### src/rtl/servo_pulse_decoder.sv
// Servo PWM receiver: measures the high time of a servo-style pulse in ticks
// and converts it back to a 0-180 angle, with range and loss-of-signal flags.
module servo_pulse_decoder #(
  parameter int unsigned TICK_DIV      = 1000,
  parameter int unsigned MIN_PW        = 70,
  parameter int unsigned MAX_PW        = 230,
  parameter int unsigned TIMEOUT_TICKS = 2500
) (
  input  logic        clk_100M,
  input  logic        rst_n,
  input  logic        en,
  input  logic        pwm_in,
  output logic [7:0]  angle,
  output logic [11:0] pulsewidth,
  output logic        valid,
  output logic        new_sample,
  output logic        err_range,
  output logic        timeout
);

  localparam logic [1:0] WAIT_LOW  = 2'd0;
  localparam logic [1:0] WAIT_RISE = 2'd1;
  localparam logic [1:0] HIGH      = 2'd2;
  localparam logic [1:0] LOW       = 2'd3;

  localparam logic [9:0]  DIV_LAST  = 10'(TICK_DIV - 1);
  localparam logic [11:0] TO_LIMIT  = 12'(TIMEOUT_TICKS);
  localparam logic [11:0] HI_SAT    = 12'hFFF;
  localparam logic [15:0] MIN16     = 16'(MIN_PW);
  localparam logic [15:0] MAX16     = 16'(MAX_PW);
  localparam logic [7:0]  ANGLE_MAX = 8'd180;

  logic        sync1, sync2, sync_d;
  logic [1:0]  fill;
  logic        primed;
  logic        rise, fall;

  logic [1:0]  state;
  logic [9:0]  div;
  logic        tick;
  logic [11:0] hi_cnt, hi_next;
  logic [11:0] period, period_next;
  logic        accept_rise, publish, to_fire;

  logic [15:0] pw16, scaled;
  logic [7:0]  conv_angle;
  logic        conv_err;

  always_ff @(posedge clk_100M or negedge rst_n) begin
    if (!rst_n) begin
      sync1  <= 1'b0;
      sync2  <= 1'b0;
      sync_d <= 1'b0;
      fill   <= '0;
    end else begin
      sync1  <= pwm_in;
      sync2  <= sync1;
      sync_d <= sync2;
      fill   <= {fill[0], 1'b1};
    end
  end

  // The synchronizer resets to 0, so a line already high at reset release
  // would look low for two cycles; WAIT_LOW ignores it until the flops refill.
  assign primed = fill[1];
  assign rise   = sync2 & ~sync_d;
  assign fall   = ~sync2 & sync_d;
  assign tick   = (div == DIV_LAST);

  assign accept_rise = rise && ((state == WAIT_RISE) || (state == LOW));
  assign publish     = fall && (state == HIGH);

  always_comb begin
    hi_next = hi_cnt;
    if (tick && (hi_cnt != HI_SAT))
      hi_next = hi_cnt + 12'd1;
  end

  always_comb begin
    period_next = period;
    if (tick && (period != TO_LIMIT))
      period_next = period + 12'd1;
  end

  // Edge events outrank timeout; an already-raised timeout is not re-fired.
  assign to_fire = (period_next == TO_LIMIT) && !timeout && !accept_rise && !publish;

  always_comb begin
    pw16       = {4'b0000, hi_next};
    scaled     = '0;
    conv_angle = '0;
    conv_err   = 1'b0;
    if (pw16 < MIN16) begin
      conv_err = 1'b1;
    end else if (pw16 > MAX16) begin
      conv_angle = ANGLE_MAX;
      conv_err   = 1'b1;
    end else begin
      scaled     = ((pw16 - MIN16) * 16'd9) >> 3;
      conv_angle = scaled[7:0];
    end
  end

  always_ff @(posedge clk_100M or negedge rst_n) begin
    if (!rst_n) begin
      state      <= WAIT_LOW;
      div        <= '0;
      hi_cnt     <= '0;
      period     <= '0;
      angle      <= '0;
      pulsewidth <= '0;
      valid      <= 1'b0;
      new_sample <= 1'b0;
      err_range  <= 1'b0;
      timeout    <= 1'b0;
    end else begin
      new_sample <= 1'b0;
      if (!en) begin
        state  <= WAIT_LOW;
        div    <= '0;
        hi_cnt <= '0;
        period <= '0;
        valid  <= 1'b0;
      end else begin
        if (accept_rise || tick)
          div <= '0;
        else
          div <= div + 10'd1;

        period <= accept_rise ? '0 : period_next;

        case (state)
          WAIT_LOW: begin
            if (primed && !sync2)
              state <= WAIT_RISE;
          end
          WAIT_RISE, LOW: begin
            if (rise) begin
              state  <= HIGH;
              hi_cnt <= '0;
            end
          end
          HIGH: begin
            hi_cnt <= hi_next;
            if (fall)
              state <= LOW;
          end
          default: state <= WAIT_LOW;
        endcase

        if (publish) begin
          pulsewidth <= hi_next;
          angle      <= conv_angle;
          err_range  <= conv_err;
          valid      <= 1'b1;
          timeout    <= 1'b0;
          new_sample <= 1'b1;
        end

        if (to_fire) begin
          timeout <= 1'b1;
          valid   <= 1'b0;
          state   <= WAIT_LOW;
        end
      end
    end
  end

endmodule

### config.mk
export PLATFORM = sky130hd
export DESIGN_NAME = servo_pulse_decoder
export DESIGN_NICKNAME = d
export VERILOG_FILES = /design/src/rtl/servo_pulse_decoder.sv
export SDC_FILE = /design/constraint.sdc
export NUM_CORES = 1
export LEC_CHECK = 0
export ABC_AREA = 1
export BUFFER_PORTS_ARGS = -buffer_cell sky130_fd_sc_hd__buf_4
export CAP_MARGIN = 0
export CELL_PAD_IN_SITES_DETAIL_PLACEMENT = 1
export CELL_PAD_IN_SITES_GLOBAL_PLACEMENT = 1
export CORE_MARGIN = 5
export CORE_UTILIZATION = 24
export CTS_CLUSTER_SIZE = 24
export DETAILED_ROUTE_END_ITERATION = 10
export PLACE_DENSITY_LB_ADDON = 0.1
export SLEW_MARGIN = 40
export SYNTH_ARGS = -nofsm -noshare
export SYNTH_HDL_FRONTEND = slang
export SYNTH_SLANG_ARGS = --single-unit
### constraint.sdc
create_clock -name clk_100M -period 4.38 [get_ports clk_100M]
set_clock_uncertainty 0.2 [all_clocks]
set_input_delay 0.876 -clock clk_100M [delete_from_list [all_inputs] [get_ports clk_100M]]
set_output_delay 0.876 -clock clk_100M [all_outputs]
set_load 0.02 [all_outputs]
==> summary.txt, run 1 <==
Timing
  • Setup TNS: 0 ps
  • Final Cycle Share: 91.2%
  • Final setup margin: 383 ps
  • Pins Over Slew Limit: 0
  • Finish-stage setup viols: 0
  • Fin crit period: 4000 ps
  • FMAX: 250 MHz
  • Hold_ws: 149 ps
  • Final hold violation count: 0
  • Unrepaired setup endpoints after global routing: false
  • Max-slew headroom: 49.6%
  • Worst-Margin Slew: 751 ps

Clock network
  • Number of hold buffers added after cts: 0
  • Buffers from clock root to sink, at most: 2
  • CTS buffer count: 9
  • Worst skew pair latency: 340 ps
  • Clock Sinks: 65
  • CTS Root Cell: clkbuf_16
  • CTS tree: yes
  • Clock slew at the register clock pins of the worst setup and hold paths: 60 ps
  • H-tree depth: 3

Logic synthesis
  • Synth Area in XOR/XNOR: 5.56%
  • Synth Instances: 530
  • Yosys Warn Count: 0
  • Seq cells post-synth: 65
  • Post-synthesis simple-gate area fraction: 33.0%
  • Compound-Gate Fraction of Synth Area: 8.20%
  • Largest family of logic cells by synthesized area: simple AND/OR/NAND/NOR gates
  • Yosys cell types: 35
  • Mean Syn Cell Area: 7.69 µm²
  • Post-synthesis mux area share: 0%
  • Seq/Total Area, Yosys: 39.9%
  • Syn Nets: 553
  • Adder-Cell Fraction of Synth Area: 6.02%
  • Synth Cell Area: 0.00407 mm²

Hold path
  • HP Class: register to register
  • Worst Hold Endpoint: fill[1]$_DFF_PN0_
  • Hold path start: fill[0]$_DFF_PN0_
  • Hold Path Stages: 0

Power and ir drop
  • Worst VDD drop: 0.000185 V
  • Power Density: 308 mW/mm²
  • Leak: 0.00230 µW
  • Tot Pwr: 1550 µW

Critical path
  • R2r endpoint: angle[7]$_DFFE_PN0P_
  • Worst path slowest cell: dfrtp_2
  • Flop2flop setup slack: 380 ps
  • Most frequent CP cell: nand2_1
  • Critical path origin: hi_cnt[1]$_DFFE_PN0P_
  • Worst r2r src: hi_cnt[1]$_DFFE_PN0P_
  • Worst path max stage delay: 410 ps
  • CP required: 4400 ps
  • Critical path type: register to register
  • Worst R2R Path Depth: 30
  • Critical Path End Type: register
  • Worst setup SP type: register
  • Crit-path max FO: 8
  • Critical path arrival: 4020 ps

Floorplanning
  • # rows: 47
  • Die area: 0.0197 mm²
  • CORE AREA: 0.0166 mm²
  • I/O pins: 28
  • Die Span X: 140 µm
  • Die height: 140 µm
  • Starting Density: 24.5%

Global route
  • Total grt overflow: 0
  • Initial antenna violation count: 0
  • All-Layer GR Usage: 12.3%
  • Vias in the first global route: 3,645
  • Pin count of the biggest net entering global routing: 66
  • First-pass GRT wire length: 19.2 mm

Cells and area
  • Number of diodes: 0
  • Final Non-Filler Cells: 801
  • Nets: 601
  • Area delta synth->final: 23.3%
  • Layout fillers: 2,007
  • Layout cells sized above 1: 21.5%

Route
  • Initial DRC count: 157
  • Detailed Routing Iterations Pass 1: 4
  • Post-detailed-route DRC marker count: 0
  • Vias: 3,535
  • Routed wire length: 11.7 mm
  • Number of nets still failing antenna checks after routing: 0
  • Wire per inst: 14.6 µm
  • Drt via density: 4.41

Placed design
  • PortBufs: 27
  • Place WS: 14.7 ps
  • HPWL Detailed: 8.78 mm
  • Routability cong.: 0.756
  • Post-Place Cells: 776

Flow run
  • Max-Cap Viols: 0

Run status
  • Status: finished clean
==> cell families after synthesis <==
group / after synthesis
compound gates: 60
xor+xnor: 25
fa+ha+maj: 19
buf+inv: 74
flops: 65
other cells: 1
simple gates: 286
==> worst max-delay path by stage <==
| stage | slack, ps | to |
|---|---|---|
| 2_1_floorplan | 500 | angle[7]$_DFFE_PN0P_ |
| 3_3_place_gp | 80 | angle[7]$_DFFE_PN0P_ |
| 3_5_place_dp | 10 | angle[7]$_DFFE_PN0P_ |
| 4_1_cts | 10 | angle[7]$_DFFE_PN0P_ |
| 5_1_grt | 20 | angle[7]$_DFFE_PN0P_ |
| 6_report | 380 | angle[7]$_DFFE_PN0P_ |
==> cell usage after synthesis, drive strengths merged <==
cell / number / area (µm²)
nor2: 60 / 275
a21boi: 1 / 11.3
buf: 2 / 22.5
nor3b: 2 / 15.0
dfrtp: 65 / 1630
nand4: 7 / 43.8
conb: 1 / 3.75
o21ai: 33 / 173
nor3: 16 / 91.3
clkbuf: 6 / 22.5
ha: 18 / 225
clkinv: 1 / 3.75
o21a: 1 / 7.51
nand3: 46 / 285
fa: 1 / 20.0
nand2: 151 / 607
xor2: 20 / 183
and3: 1 / 6.26
and2: 1 / 6.26
a21oi: 14 / 73.8
xnor2: 5 / 43.8
inv: 65 / 244
nand3b: 2 / 15.0
o22ai: 11 / 68.8
==> layout by cell type, fill, tap and decap left out, drive strengths merged, types with 3 or more instances in the layout <==
cell    Yosys  final
nor2       60     60
nand2     151    151
clkinv      1      3
xor2       20     20
nand4       7      7
dfrtp      65     65
xnor2       5      5
clkbuf      6     10
ha         18     18
o22ai      11     11
inv        65     65
nor3       16     16
a21oi      14     14
nand3      46     46
o21ai      33     33
buf         2     45
==> sequential cells by signal (all words and copies together), names as in the netlist, 2 cells and up <==
register	count
hi_cnt	12
period	12
pulsewidth	12
div	10
angle	8
fill	2
state	2
==> critical path: cells and delay by family (launching register included) <==
kind	cells	cell delay, ps
simple gates	20	1720
fa+ha+maj	4	1030
flops	1	410
compound gates	2	320
buf+inv	4	210
==> where the power goes <==
part           internal (µW)  switching (µW)
registers                625            18.2
clock network            490             262
logic                   48.9             102
==> metal layers <==
metal	routed length (µm)	GRT usage, %
met1	5880	17.2
met2	5310	18.9
met3	295	2.04
met4	198	5.05
met5	0	0
==> layout make-up <==
cell class | count | area, µm² | share of cell area (%)
multi-input combinational | 391 | 2230 | 44.4
sequential | 65 | 1630 | 32.4
timing repair buffer | 45 | 342 | 6.80
tap | 220 | 275 | 5.48
inverter | 66 | 248 | 4.93
clock buffer | 10 | 229 | 4.56
clock inverter | 4 | 70.1 | 1.39
==> through the flow <==
step	cell area, µm²	utilization, %
3_3_place_gp	4560	27.4
4_1_cts	4870	29.3
2_1_floorplan	4070	-
3_5_place_dp	4560	27.4
5_1_grt	5020	30.2
6_report	5020	30.2
==> timing repair <==
action	in CTS	in global routing
setup buffers	0	11
endpoints found under the setup margin	1	1
resized for setup	1	14
pin swaps	1	7
No activity file was read; power rests on OpenSTA's default activity.
==> run 2: changes to the inputs <==
Settings changed: CELL_PAD_IN_SITES_DETAIL_PLACEMENT 1 to 0.
==> run 2 against run 1 <==
  * Power is 1.2% lower
  * Clock-buffer cell count is the same
  * Critical path type unchanged
  * Utilization shrank 0.40 points
  * Flip-flop and latch count unchanged
  * Largest power group unchanged
  * Die area did not move
  * Worst hold slack improved by 0.57 ps
  * Critical path depth shrank 2
  * Fmax shrank 0.84%
  * Sequential share of layout area is 0.43 points higher
==> summary.txt, run 2 (synthesis gave the netlist of run 1 again) <==
Clock network
  • CTS Root Cell: clkbuf_16
  • Number of hold buffers added after cts: 0
  • CTS buffer count: 9
  • Buffers from clock root to sink, at most: 2
  • Clock slew at the register clock pins of the worst setup and hold paths: 60 ps
  • Clock Sinks: 65
  • CTS tree: yes
  • H-tree depth: 3
  • Worst skew pair latency: 340 ps

Floorplanning
  • Starting Density: 24.5%
  • Die Span X: 140 µm
  • CORE AREA: 0.0166 mm²
  • # rows: 47
  • I/O pins: 28
  • Die height: 140 µm
  • Die area: 0.0197 mm²

Critical path
  • Most frequent CP cell: nand2_1
  • Critical Path End Type: register
  • Worst path slowest cell: dfrtp_2
  • Critical path arrival: 4070 ps
  • CP required: 4410 ps
  • Crit-path max FO: 5
  • Critical path type: register to register
  • Worst setup SP type: register
  • Worst path max stage delay: 420 ps

Placed design
  • HPWL Detailed: 8.27 mm
  • PortBufs: 27
  • Routability cong.: 0.756

Cells and area
  • Area delta synth->final: 21.7%
  • Commonest non-fill, non-tap cell in the layout: nand2_1
  • Number of diodes: 0
  • Layout cells sized above 1: 20.5%
  • Nets: 598
  • Post-layout util: 29.8%
  • Largest regs: hi_cnt x12, period x12, pulsewidth x12
  • Most frequent cells in the layout: nand2_1 (135), dfrtp_1 (63), inv_1 (51)

Timing
  • Max-slew headroom: 51.8%
  • Worst-Margin Slew: 718 ps
  • Final Cycle Share: 92.0%
  • FMAX: 248 MHz
  • Unrepaired setup endpoints after global routing: false
  • Finish-stage setup viols: 0
  • Final hold violation count: 0
  • Fin crit period: 4030 ps
  • Setup TNS: 0 ps
  • Pins Over Slew Limit: 0

Route
  • Number of nets still failing antenna checks after routing: 0
  • Detailed Routing Iterations Pass 1: 4
  • Wire per inst: 13.7 µm
  • Drt via density: 4.30
  • Vias: 3,440
  • Routed wire length: 11.0 mm
  • Post-detailed-route DRC marker count: 0
  • Initial DRC count: 182

Global route
  • Initial antenna violation count: 0
  • All-Layer GR Usage: 12.1%
  • Total grt overflow: 0
  • Pin count of the biggest net entering global routing: 66
  • Vias in the first global route: 3,539
  • First-pass GRT wire length: 18.8 mm

Power and ir drop
  • Worst VDD drop: 0.000205 V
  • Leak: 0.00227 µW
  • Power Density: 308 mW/mm²

Run status
  • Status: finished clean

Flow run
  • Max-Cap Viols: 0

Hold path
  • HP Class: register to register
-- run 2: changes by cell type in the layout (fill, tap and decap cells not counted), sizes merged --
cell and delta:
buf -3, bufinv -1, clkinvlp +2, inv +1
-- run 2: final timing paths --
kind                                       startpoint               endpoint  slack, ps  cells past startpoint
worst max-delay path            hi_cnt[0]$_DFFE_PN0P_   angle[7]$_DFFE_PN0P_        350                     28
worst min register to register      fill[0]$_DFF_PN0_      fill[1]$_DFF_PN0_        150                      0
max in group asynchronous                       rst_n  hi_cnt[1]$_DFFE_PN0P_       3190                      1
min in group asynchronous                       rst_n    period[6]$_DFF_PN0_        340                      1
worst max register to register  hi_cnt[0]$_DFFE_PN0P_   angle[7]$_DFFE_PN0P_        350                     28
worst min-delay path                fill[0]$_DFF_PN0_      fill[1]$_DFF_PN0_        150                      0
-- run 2: repair_timing --
action,in CTS,in global routing
setup endpoints to repair,0,1
setup buffers,0,8
endpoints found under the hold margin,0,0
resized for setup,0,10
-- run 2: final cells by class --
| type | instances | area (µm²) |
|---|---|---|
| flip-flops and latches | 65 | 1630 |
| repair buffers | 42 | 319 |
| multi-input cells | 391 | 2190 |
| clock buffers | 10 | 229 |
| clock inverters | 6 | 67.6 |
| well taps | 220 | 275 |
| inverters | 66 | 248 |
| fillers | 1801 | 11700 |
-- run 2: worst max-delay path, delay by kind of cell, from the launching register on --
family	cells	cell delay (ps)
simple gates	19	1640
xor+xnor	1	180
flops	1	420
fa+ha+maj	4	1160
compound gates	1	170
buf+inv	3	150
-- run 2: where the power goes --
part           internal, µW  switching [µW]  total (µW)  leakage (µW)
logic                  47.4             100         148       0.00125
clock network           443             295         737      0.000139
registers               625            18.5         643      0.000884
total                  1110             414        1530       0.00227
-- run 2: through the flow --
stage	hold WS (ps)	std cells	worst slack, ps	power (µW)	instance area, µm²
global placement	135	776	84.6	806	4560
finish	149	800	349	1530	4960
detailed placement	138	776	66.6	806	4560
global route	159	800	1.14	1600	4960
floorplan	131	530	499	744	4070
CTS	152	792	42.1	1560	4860
-- run 2: layer usage --
| layer | part of all wire [%] | wire [µm] | global-route usage [%] |
|---|---|---|---|
| met5 | 0 | 0 | 0 |
| met2 | 44 | 4810 | 18.2 |
| met4 | 1.5 | 169 | 3.82 |
| met3 | 3.3 | 362 | 3.07 |
| met1 | 51 | 5620 | 16.9 |
